$ cat src/rtl/change_dispenser_pkg.sv
// Shared types for the change dispenser: coin denominations, their values and FSM states.
package change_pkg;

    typedef enum logic [1:0] {
        C50 = 2'd0,
        C10 = 2'd1,
        C5  = 2'd2,
        C1  = 2'd3
    } coin_t;

    // Indexed by coin_t; ordered largest first so index order is greedy order.
    localparam logic [7:0] DENOM_VAL [4] = '{8'd50, 8'd10, 8'd5, 8'd1};

    typedef enum logic [2:0] {
        IDLE,
        SELECT,
        ISSUE,
        DONE,
        ERR
    } state_t;

endpackage

$ cat src/rtl/change_dispenser_coin_inventory.sv
// Four saturating coin counters with a refill port and a single-coin decrement port.
module coin_inventory #(
    parameter int CNT_W    = 8,
    parameter int INIT_CNT = 8
) (
    input  logic               clk,
    input  logic               rst,
    input  logic               refill_valid,
    input  logic [1:0]         refill_type,
    input  logic [7:0]         refill_cnt,
    input  logic               dec_valid,
    input  logic [1:0]         dec_type,
    output logic [4*CNT_W-1:0] cnt,
    output logic [3:0]         nonzero
);

    localparam int SUM_W = ((CNT_W > 8) ? CNT_W : 8) + 1;
    localparam logic [CNT_W-1:0] MAX_CNT = '1;

    logic [CNT_W-1:0] cnt_q [4];

    // Refill and decrement are combined before saturating, so a same-cycle pair nets out correctly.
    function automatic logic [CNT_W-1:0] next_cnt(
        input logic [CNT_W-1:0] cur,
        input logic             add_en,
        input logic [7:0]       add,
        input logic             sub_en
    );
        logic [SUM_W-1:0] s;
        s = SUM_W'(cur) + (add_en ? SUM_W'(add) : SUM_W'(0))
            - ((sub_en && cur != '0) ? SUM_W'(1) : SUM_W'(0));
        return (s > SUM_W'(MAX_CNT)) ? MAX_CNT : CNT_W'(s);
    endfunction

    always_ff @(posedge clk) begin
        if (rst) begin
            for (int i = 0; i < 4; i++) cnt_q[i] <= CNT_W'(INIT_CNT);
        end else begin
            for (int i = 0; i < 4; i++) begin
                cnt_q[i] <= next_cnt(cnt_q[i],
                                     refill_valid && (refill_type == 2'(i)),
                                     refill_cnt,
                                     dec_valid && (dec_type == 2'(i)));
            end
        end
    end

    for (genvar g = 0; g < 4; g++) begin : g_out
        assign cnt[g*CNT_W +: CNT_W] = cnt_q[g];
        assign nonzero[g]            = |cnt_q[g];
    end

endmodule

$ cat src/rtl/change_dispenser.sv
// Splits a change amount into 50/10/5/1 coins, one per hopper handshake, tracking inventory.
//
// state  | meaning
// IDLE   | waiting for a change request, chg_ready=1
// SELECT | choose largest affordable denomination that is in stock
// ISSUE  | coin offered on coin_valid/coin_type until the hopper accepts
// DONE   | one-cycle done pulse, request fully paid
// ERR    | one-cycle err pulse, remain_out shows the unpaid amount
module change_dispenser
    import change_pkg::*;
#(
    parameter int INIT_CNT = 8,
    parameter int CNT_W    = 8
) (
    input  logic               clk,
    input  logic               rst,
    input  logic               chg_valid,
    input  logic [7:0]         chg_amt,
    output logic               chg_ready,
    output logic               coin_valid,
    output logic [1:0]         coin_type,
    input  logic               coin_ready,
    output logic               done,
    output logic               err,
    output logic [7:0]         remain_out,
    input  logic               refill_valid,
    input  logic [1:0]         refill_type,
    input  logic [7:0]         refill_cnt,
    output logic [4*CNT_W-1:0] inv_cnt
);

    state_t     state;
    logic [7:0] remaining;
    logic [7:0] rem_after;
    logic [3:0] inv_nz;
    logic       hs;
    logic       sel_ok;
    coin_t      sel_type;

    assign chg_ready = (state == IDLE) && !rst;
    assign hs        = (state == ISSUE) && coin_valid && coin_ready;
    assign rem_after = remaining - DENOM_VAL[coin_type];

    // Scanning smallest to largest leaves the largest qualifying denomination selected.
    always_comb begin
        sel_ok   = 1'b0;
        sel_type = C1;
        for (int i = 3; i >= 0; i--) begin
            if (inv_nz[i] && (DENOM_VAL[i] <= remaining)) begin
                sel_ok   = 1'b1;
                sel_type = coin_t'(2'(i));
            end
        end
    end

    coin_inventory #(
        .CNT_W    (CNT_W),
        .INIT_CNT (INIT_CNT)
    ) u_inv (
        .clk          (clk),
        .rst          (rst),
        .refill_valid (refill_valid),
        .refill_type  (refill_type),
        .refill_cnt   (refill_cnt),
        .dec_valid    (hs),
        .dec_type     (coin_type),
        .cnt          (inv_cnt),
        .nonzero      (inv_nz)
    );

    always_ff @(posedge clk) begin
        if (rst) begin
            state      <= IDLE;
            remaining  <= '0;
            coin_valid <= 1'b0;
            coin_type  <= '0;
            done       <= 1'b0;
            err        <= 1'b0;
            remain_out <= '0;
        end else begin
            done       <= 1'b0;
            err        <= 1'b0;
            remain_out <= '0;
            case (state)
                IDLE: begin
                    if (chg_valid) begin
                        if (chg_amt != '0) begin
                            remaining <= chg_amt;
                            state     <= SELECT;
                        end else begin
                            done  <= 1'b1;
                            state <= DONE;
                        end
                    end
                end
                SELECT: begin
                    if (sel_ok) begin
                        coin_type  <= sel_type;
                        coin_valid <= 1'b1;
                        state      <= ISSUE;
                    end else begin
                        err        <= 1'b1;
                        remain_out <= remaining;
                        state      <= ERR;
                    end
                end
                ISSUE: begin
                    if (coin_ready) begin
                        coin_valid <= 1'b0;
                        remaining  <= rem_after;
                        if (rem_after == '0) begin
                            done  <= 1'b1;
                            state <= DONE;
                        end else begin
                            state <= SELECT;
                        end
                    end
                end
                DONE:    state <= IDLE;
                ERR:     state <= IDLE;
                default: state <= IDLE;
            endcase
        end
    end

endmodule

$ cat config.mk
export PLATFORM = sky130hd
export DESIGN_NAME = change_dispenser
export DESIGN_NICKNAME = d
export VERILOG_FILES = /design/src/rtl/change_dispenser_pkg.sv /design/src/rtl/change_dispenser_coin_inventory.sv /design/src/rtl/change_dispenser.sv
export SDC_FILE = /design/constraint.sdc
export NUM_CORES = 1
export LEC_CHECK = 0
export ABC_CLOCK_PERIOD_IN_PS = 3100
export CORE_MARGIN = 2
export CORE_UTILIZATION = 35
export CTS_CLUSTER_SIZE = 30
export DETAILED_ROUTE_END_ITERATION = 16
export SLEW_MARGIN = 25
export SYNTH_ARGS = -nofsm -noshare
export SYNTH_HDL_FRONTEND = slang
export SYNTH_HIERARCHICAL = 1
export SYNTH_SLANG_ARGS = --single-unit
export TNS_END_PERCENT = 30
$ cat constraint.sdc
create_clock -name clk -period 3.1 [get_ports clk]
set_input_delay 0.62 -clock clk [delete_from_list [all_inputs] [get_ports clk]]
set_output_delay 0.62 -clock clk [all_outputs]
set_load 0.02 [all_outputs]
# After elaboration in Yosys (flattened, before gate mapping)
# Memory sizes are Yosys's and may differ from the RTL's.
# Cells that the tools add are included.
# Widths: inputs -> output; s select.
[classes]
n_reduce_logical = 41
n_bitwise = 6
n_eq_ne = 12
addsub = 9
magnitude_cmp = 9
mux = 48
[ops]
columns = ["op", "n"]
rows = [
  ["$mux 8", 17],
  ["$reduce_bool 8->1", 5],
  ["$add 8x9->9", 4],
  ["$gt 9x8->1 const B", 4],
  ["$sub 9x9->9", 4],
  ["$reduce_or 8->1", 4],
  ["$logic_and 1x1->1", 19],
  ["$mux 1", 19],
  ["$bmux 8 s2", 1],
  ["$pmux 8 s2", 1],
  ["$mux 3", 3],
  ["$pmux 3 s3", 1],
  ["$eq 2x2->1 const B", 4],
  ["$le 1x8->1 const A", 1],
  ["$le 3x8->1 const A", 1],
  ["$le 4x8->1 const A", 1],
  ["$le 6x8->1 const A", 1],
  ["$logic_not 8->1", 1],
  ["$mux 2", 4],
  ["$sub 8x8->8", 1],
  ["$ne 2x2->1 const B", 3],
  ["$eq 2x1->1 const B", 2],
  ["$logic_not 2->1", 2],
  ["$or 1x1->1", 4],
  ["15 further kinds", 18],
]
[totals]
ramBits = 32
output_inout_bits = 46
inputBits = 23
mem_count = 1
regBits = 24
word_cells = 133
[mem_list]
columns = ["memory", "words", "word_bits", "read_ports", "rd_ports_with_merged_regs", "wr", "line", "text"]
rows = [
  ["u_inv.cnt_q", 4, 8, 4, 0, 4, "change_dispenser_coin_inventory.sv:20", "logic [CNT_W-1:0] cnt_q [4];"],
]

# Longest topological paths before layout
# Gate-level depths: netlist of run 1.
[logic_depth]
word_depth = 10
mapped_depth = 13
depth_no_buf = 13

# Modules after synthesis
# Netlist of run 1, hierarchy kept.
[by_module_without_submodules]
columns = ["module", "cells_per_inst", "seq_area_each_um2", "n_inst", "area_each_um2"]
rows = [
  ["coin_inventory", 418, 640.6, 1, 3214.3],
  ["change_dispenser", 158, 480.5, 1, 1345.0],
]

# Least setup slack after synthesis of run 1
# No wires, ideal clock.
[synth_timing]
path_kind = "register to register"
from = "register state[1]"
to = "memory u_inv.cnt_q[0][0]"
setup_slack_ns = 0.014
t_arrival_ns = 2.953
setup_time_ns = 0.132
n_path_buf = 1
period_less_slack_ns = 3.086
path_stages_with_launch = 14
required_ns = 2.968
cell_sequence = "dfxtp_1 > clkbuf_1 > and2_0 > and3_1 > nor4bb_1 > ha_1 > inv_1 > ha_1 > fa_1 > a211oi_1 > o21bai_1 > o22ai_2 > xor2_2 > a21oi_1"
[synth_lines]
columns = ["item", "line", "text"]
rows = [
  ["start: declaration", "change_dispenser.sv:32", "state_t state;"],
  ["start signal: assignment", "change_dispenser.sv:73", "state <= IDLE;"],
  ["start signal: assignment", "change_dispenser.sv:89", "state <= SELECT;"],
  ["start signal: assignment", "change_dispenser.sv:92", "state <= DONE;"],
  ["end: declaration", "change_dispenser_coin_inventory.sv:20", ""],
]

==> results.yml, run 1 <==
cts:
  clkTransAtPathRegs_ps: 80
  total_clock_sinks: 56
  htree_num_levels: 2
  later_pin_clock_latency_in_the_skew_report_ps: 310
  cts_inserted_buffers: 5
  cts_tree: "built"
  cts.root.buffer_cell: "clkbuf_16"
  cts-root-to-sink-buffers: 2
timing:
  report.final.hold_viol_count: 0
  timing.fmax_mhz: 339
  hold_ws_ps: 496
  setup-violations-final: 0
  fin_crit_sh: 0.952
  maxSlewHeadroom: 0.502
  finalCriticalPeriod_ps: 2950
  maxSlewViolCount: 0
  largest_clock_skew_in_the_final_design_ps: 10.1
  tightestPinTransition_ps: 745
floorplan:
  boundaryPins: 69
  row_count: 41
  die-area_um2: 14000
  initial_utilization: 0.360
  dieWidth_um: 118
  die_y_um: 118
  core_area_um2: 12700
logic_synthesis:
  postSynthAreaPerCell_um2: 7.92
  ys_dominant_reg_cell: "dfxtp_1"
  synth.yosys.warnings: 6
  ys_seq_elements: 56
  synth_fp_nets: 676
  async_s_r_ff_share_synth: 0
  post-synth-top-area-fraction: 0.246
  post_synth_num_cell_types: 60
  synth_seq_area_share: 0.246
  netlist_area_um2: 4560
  synth.largest_area_cell: "dfxtp_1"
  synth_enable_flop_cells: 0
  yosys-top-cells-area: "dfxtp_1, ha_1, inv_1, a21oi_1, nand2_1"
  synthesis.instances: 576
final_layout:
  nets: 835
  fill_count: 1217
  antenna_cells_inserted: 0
  final-instance-count-excl-fill: 908
  drive_gt1_frac: 0.198
  leading_cell_type_in_the_layout_fill_and_taps_excluded: "inv_1"
  area.growth.synth_to_final_pct: 41.7
  most-common-layout-cells: "inv_1, buf_4, ha_1"
setup_path:
  worstReg2RegStart: "u_inv/cnt_q[1][5]$_SDFF_PP0_"
  critical-path-top-delay-family: "simple AND/OR/NAND/NOR gates"
  timing.rr.end: "u_inv/cnt_q[1][6]$_SDFF_PP0_"
  path_class: "reg2reg"
  timing.critical_path.cells: "nor4_1, nand2_1, and4b_1, ha_1, inv_1, ha_1, fa_2, a211oi_4, nor3_2, mux2i_2, buf_4, nor2_4, a21oi_1"
  data_required_time_of_the_worst_path_ps: 3260
  worst-path-max-fanout: 6
  cp-start-kind: "flop"
  cp_slowest_cell: "fa_2"
  ff2ff_setup_slack_ps: 150
  rr_worst_depth: 13
  crit_buf_inv: 2
  worst-endpoint-arrival_ps: 3120
  critPathMaxStageDelay_ps: 380
  crit_path_frequent_cell: "ha_1"
  critical_path_endpoint_category: "flop"
hold_path:
  hold-path-endpoint: "coin_valid$_SDFFE_PP0P_"
  hold_path.class: "reg2reg"
  worst_hold_startpoint: "coin_valid$_SDFFE_PP0P_"
  timing.hold.worst_path_depth: 2
grt:
  grt_pass1_vias: 4382
  grt_max_degree: 48
  grt-ovfl-total: 0
  number_of_antenna_violations_at_the_first_check_in_global_routing: 0
  grt_first_pass_wirelength_um: 20700
  global_route.usage.total: 0.180
drt:
  drtPass1Iterations: 5
  routed_wire_length_per_instance_um: 13.7
  viasPerCell: 4.86
  ant_nets: 0
  detail_route.drc_violations: 0
  drt-initial-drc-count: 276
  finalWirelength_um: 12400
  route.vias.total: 4413
placement:
  gpl.final_weighted_congestion: 0.908
  dpl.cell_count: 897
  placement.io_buffers: 68
  hpwlAfterDp_um: 9920
outcome:
  run_status: "finished clean"
pwr:
  power_density_nw_per_um2: 1070
  reported_leakage_power_uw: 0.00306
  ir_drop_mv: 0.535
run:
  maxCapViolCount: 0
==> through the flow <==
step / setup TNS, ps / setup WS, ps / total power, µW / cell area [µm²] / utilization
floorplan: 0 / 14.4 / 4070 / 4560 / -
finish: 0 / 148 / 6930 / 6460 / 0.510
global placement: -12820 / -503 / 5830 / 6100 / 0.482
global route: -3.10 / -2.97 / 7560 / 6460 / 0.510
CTS: -3.46 / -3.46 / 6760 / 6340 / 0.501
detailed placement: -14630 / -599 / 5920 / 6100 / 0.482
==> state kept, by name, summed over array words and instances (netlist names) <==
name,count
remain_out,8
state,3
coin_valid,1
coin_type,2
done,1
remaining,8
u_inv/cnt_q,32
err,1
==> cell families after synthesis <==
kind of cell / Yosys count / synth area share
AO/OA/AOI/OAI: 139 / 0.197
buffers and inverters: 107 / 0.0881
multiplexers: 3 / 0.00659
XOR/XNOR: 31 / 0.0628
adder cells (fa/ha/maj): 77 / 0.220
AND/OR/NAND/NOR: 163 / 0.180
flip-flops: 56 / 0.246
==> power by group <==
group / leakage [µW] / switching, µW / internal (µW)
sequential: 0.000464 / 201 / 951
combinational: 0.00253 / 2560 / 2620
clock: 0.0000708 / 298 / 307
total: 0.00306 / 3060 / 3870
==> per-layer routing <==
metal | track usage | part of all wire | vias up
met3 | 0.0222 | 0.025 | 12
li1 | - | - | 2287
met1 | 0.235 | 0.48 | 2050
met2 | 0.311 | 0.48 | 64
met4 | 0.0489 | 0.015 | 0
met5 | 0 | 0 | -
==> synth_stat cells, types with 3 or more instances <==
master / count
inv_1: 98
ha_1: 72
a21oi_1: 59
nand2_1: 59
dfxtp_1: 56
nor2_1: 34
xor2_1: 19
a211oi_1: 16
o21ai_0: 14
a21o_1: 12
and2_1: 11
xnor2_1: 10
clkbuf_1: 9
nor3_1: 9
nor4_1: 8
o21bai_1: 8
nand3_1: 7
o21a_1: 6
fa_1: 5
nand2b_1: 4
or3_1: 4
a211o_1: 3
mux2i_1: 3
==> timing repair <==
action,CTS,global route
gates resized for setup,16,25
endpoints found under the setup margin,32,32
pin swaps,7,15
setup buffers,2,1
hold buffers,0,0
==> layout make-up <==
class / count / area (µm²) / share of cell area
inverters: 98 / 368 / 0.0569
well taps: 172 / 215 / 0.0333
clock inverters: 3 / 25.0 / 0.00387
clock buffers: 5 / 125 / 0.0194
flip-flops and latches: 56 / 1120 / 0.173
multi-input cells: 413 / 3210 / 0.497
repair buffers: 161 / 1400 / 0.216
==> worst max path at each step <==
stage / cells after the start / startpoint / endpoint
global placement: 12 / coin_ready / u_inv/cnt_q[0][1]$_SDFF_PP0_
floorplan: 13 / state[1]$_SDFFE_PP0P_ / u_inv/cnt_q[0][0]$_SDFF_PP0_
finish: 13 / u_inv/cnt_q[1][5]$_SDFF_PP0_ / u_inv/cnt_q[1][6]$_SDFF_PP0_
CTS: 13 / coin_ready / u_inv/cnt_q[0][1]$_SDFF_PP0_
detailed placement: 12 / coin_ready / u_inv/cnt_q[0][1]$_SDFF_PP0_
global route: 13 / u_inv/cnt_q[1][5]$_SDFF_PP0_ / u_inv/cnt_q[1][6]$_SDFF_PP0_
==> worst register-to-register path: stages (launching register included) <==
cell,delay (ps)
dfxtp_1,340
nor4_1,280
nand2_1,160
and4b_1,240
ha_1,270
inv_1,40
ha_1,220
fa_2,380
a211oi_4,260
nor3_2,90
mux2i_2,150
buf_4,150
nor2_4,160
a21oi_1,90
Note: power is estimated with default switching activity, not from simulation.
==> run 2, diff against run 1 <==
- ABC_CLOCK_PERIOD_IN_PS: 3100 -> 3590
- CORE_MARGIN: 2 -> unset
- DONT_BUFFER_PORTS: unset -> 1
- clock period: 3.1 -> 3.59 ns (I/O delays scaled with it)
==> run 2 against run 1 <==
First-iteration DRC count down 37%. Non-clock buffer count down 155. Cell count down 17%. Cell area down 23%. Critical path depth unchanged. Global-route usage down 0.55 points. Sequential cell count unchanged. Sequential share of layout area up 5.1 points. Count of clock-buffer cells in the layout unchanged. Maximum frequency down 12%. Critical path type unchanged.
==> results.yml, run 2 (same netlist as run 1, synthesis figures left out) <==
outcome:
  run_status: "finished clean"
hold_path:
  hold_path.class: "in2reg"
  timing.hold.worst_path_depth: 1
placement:
  hpwlAfterDp_um: 8920
  placement.io_buffers: 0
  gpl.final_weighted_congestion: 0.859
  place_worst_setup_slack_ps: 231
  dpl.cell_count: 745
drt:
  finalWirelength_um: 11300
  viasPerCell: 5.12
  routed_wire_length_per_instance_um: 15.0
  detail_route.drc_violations: 0
  ant_nets: 0
  drtPass1Iterations: 4
  route.vias.total: 3859
  drt-initial-drc-count: 173
setup_path:
  critical-path-top-delay-family: "simple AND/OR/NAND/NOR gates"
  worst-endpoint-arrival_ps: 3510
  crit_path_frequent_cell: "ha_1"
  worst-path-max-fanout: 8
  cp.depth: 13
  rr_worst_depth: 13
  path_class: "reg2reg"
  critPathMaxStageDelay_ps: 430
  cp-start-kind: "flop"
  crit_buf_inv: 1
  critical_path_endpoint_category: "flop"
  timing.critical_path.cells: "nor2_1, and2_0, and3_1, nor4bb_1, ha_1, inv_1, ha_1, fa_1, a211oi_1, o21bai_1, o22ai_2, xor2_4, a21oi_1"
  cp_slowest_cell: "fa_1"
  data_required_time_of_the_worst_path_ps: 3760
cts:
  total_clock_sinks: 56
  cts.root.buffer_cell: "clkbuf_16"
  htree_num_levels: 2
  later_pin_clock_latency_in_the_skew_report_ps: 300
  cts-root-to-sink-buffers: 2
  cts_inserted_buffers: 5
  clkTransAtPathRegs_ps: 70
  cts_tree: "built"
  postCtsHoldBufs: 0
final_layout:
  leading_cell_type_in_the_layout_fill_and_taps_excluded: "inv_1"
  biggestRegsByFlops: "u_inv/cnt_q: 32 flops, remain_out: 8 flops, remaining: 8 flops"
  nets: 680
  fill_count: 1314
  largest_register: "u_inv/cnt_q"
  final-instance-count-excl-fill: 753
  antenna_cells_inserted: 0
  drive_gt1_frac: 0.0551
  largest_register_ff_count: 32
  most-common-layout-cells: "inv_1, ha_1, nand2_1, a21oi_1, dfxtp_1"
  area.growth.synth_to_final_pct: 9.41
grt:
  number_of_antenna_violations_at_the_first_check_in_global_routing: 0
  grt-ovfl-total: 0
  grt_pass1_vias: 3891
  grt_first_pass_wirelength_um: 18500
  grt_max_degree: 49
  global_route.usage.total: 0.174
pwr:
  ir_drop_mv: 0.501
  power_density_nw_per_um2: 953
  reported_leakage_power_uw: 0.00234
timing:
  finalCriticalPeriod_ps: 3340
  timing.fmax_mhz: 300
  report.final.hold_viol_count: 0
  tightestPinTransition_ps: 706
  largest_clock_skew_in_the_final_design_ps: 4.72
  setup-violations-final: 0
  setup_ws_ps: 253
  maxSlewViolCount: 0
  finalSetupTns_ps: 0
  maxSlewHeadroom: 0.528
  fin_crit_sh: 0.929
  hold_ws_ps: 494
  rsz0062_at_grt: "no"
floorplan:
  dieWidth_um: 116
  row_count: 41
  die-area_um2: 13500
  core_area_um2: 12700
  boundaryPins: 69
  initial_utilization: 0.360
  die_y_um: 116
run:
  maxCapViolCount: 0
==> run 2: per-stage QoR <==
step	total power, µW	cell area [µm²]	utilization
floorplan	3510	4560	-
global placement	4030	4790	0.378
detailed placement	4090	4790	0.378
CTS	4690	4950	0.391
global route	5220	4990	0.394
finish	4760	4990	0.394
==> run 2: cell type report <==
type | count | area [µm²] | area share
clock buffer | 5 | 125 | 0.0251
clock inverter | 3 | 42.5 | 0.00853
inverter | 98 | 368 | 0.0737
multi-input combinational | 413 | 3070 | 0.616
sequential | 56 | 1120 | 0.225
tap | 172 | 215 | 0.0431
timing repair buffer | 6 | 45.0 | 0.00903
==> run 2: worst reg2reg max path, delay by kind of cell, from the launching register on <==
| family | cells | cell delay (ps) |
|---|---|---|
| fa+ha+maj | 3 | 830 |
| xor+xnor | 1 | 270 |
| compound gates | 4 | 740 |
| flops | 1 | 340 |
| buf+inv | 1 | 40 |
| simple gates | 4 | 970 |
==> run 2: timing repair <==
item,CTS,global route
resized for setup,0,4
buffers inserted,0,0
endpoints found under the setup margin,0,21
==> run 2: final timing paths <==
| kind | startpoint | endpoint | slack, ps |
|---|---|---|---|
| setup / recovery | state[0]$_SDFFE_PP0P_ | u_inv/cnt_q[0][2]$_SDFF_PP0_ | 250 |
| hold / removal | rst | remaining[2]$_SDFFE_PP0P_ | 490 |
| setup reg to reg | state[0]$_SDFFE_PP0P_ | u_inv/cnt_q[0][2]$_SDFF_PP0_ | 250 |
| hold reg to reg | remaining[0]$_SDFFE_PP0P_ | remain_out[0]$_SDFF_PP0_ | 560 |
==> run 2: metal layers <==
metal  up-vias  routed length [µm]  GRT usage
li1       1966                   -          -
met3        15                 572     0.0296
met5         -                   0          0
met1      1799                5200      0.217
met2        79                5310      0.304
met4         0                 216     0.0581
==> run 2: where the power goes <==
| group | internal [µW] | leakage [µW] | switching [µW] |
|---|---|---|---|
| clock | 328 | 0.0000798 | 234 |
| combinational | 1290 | 0.00179 | 1690 |
| sequential | 821 | 0.000464 | 392 |
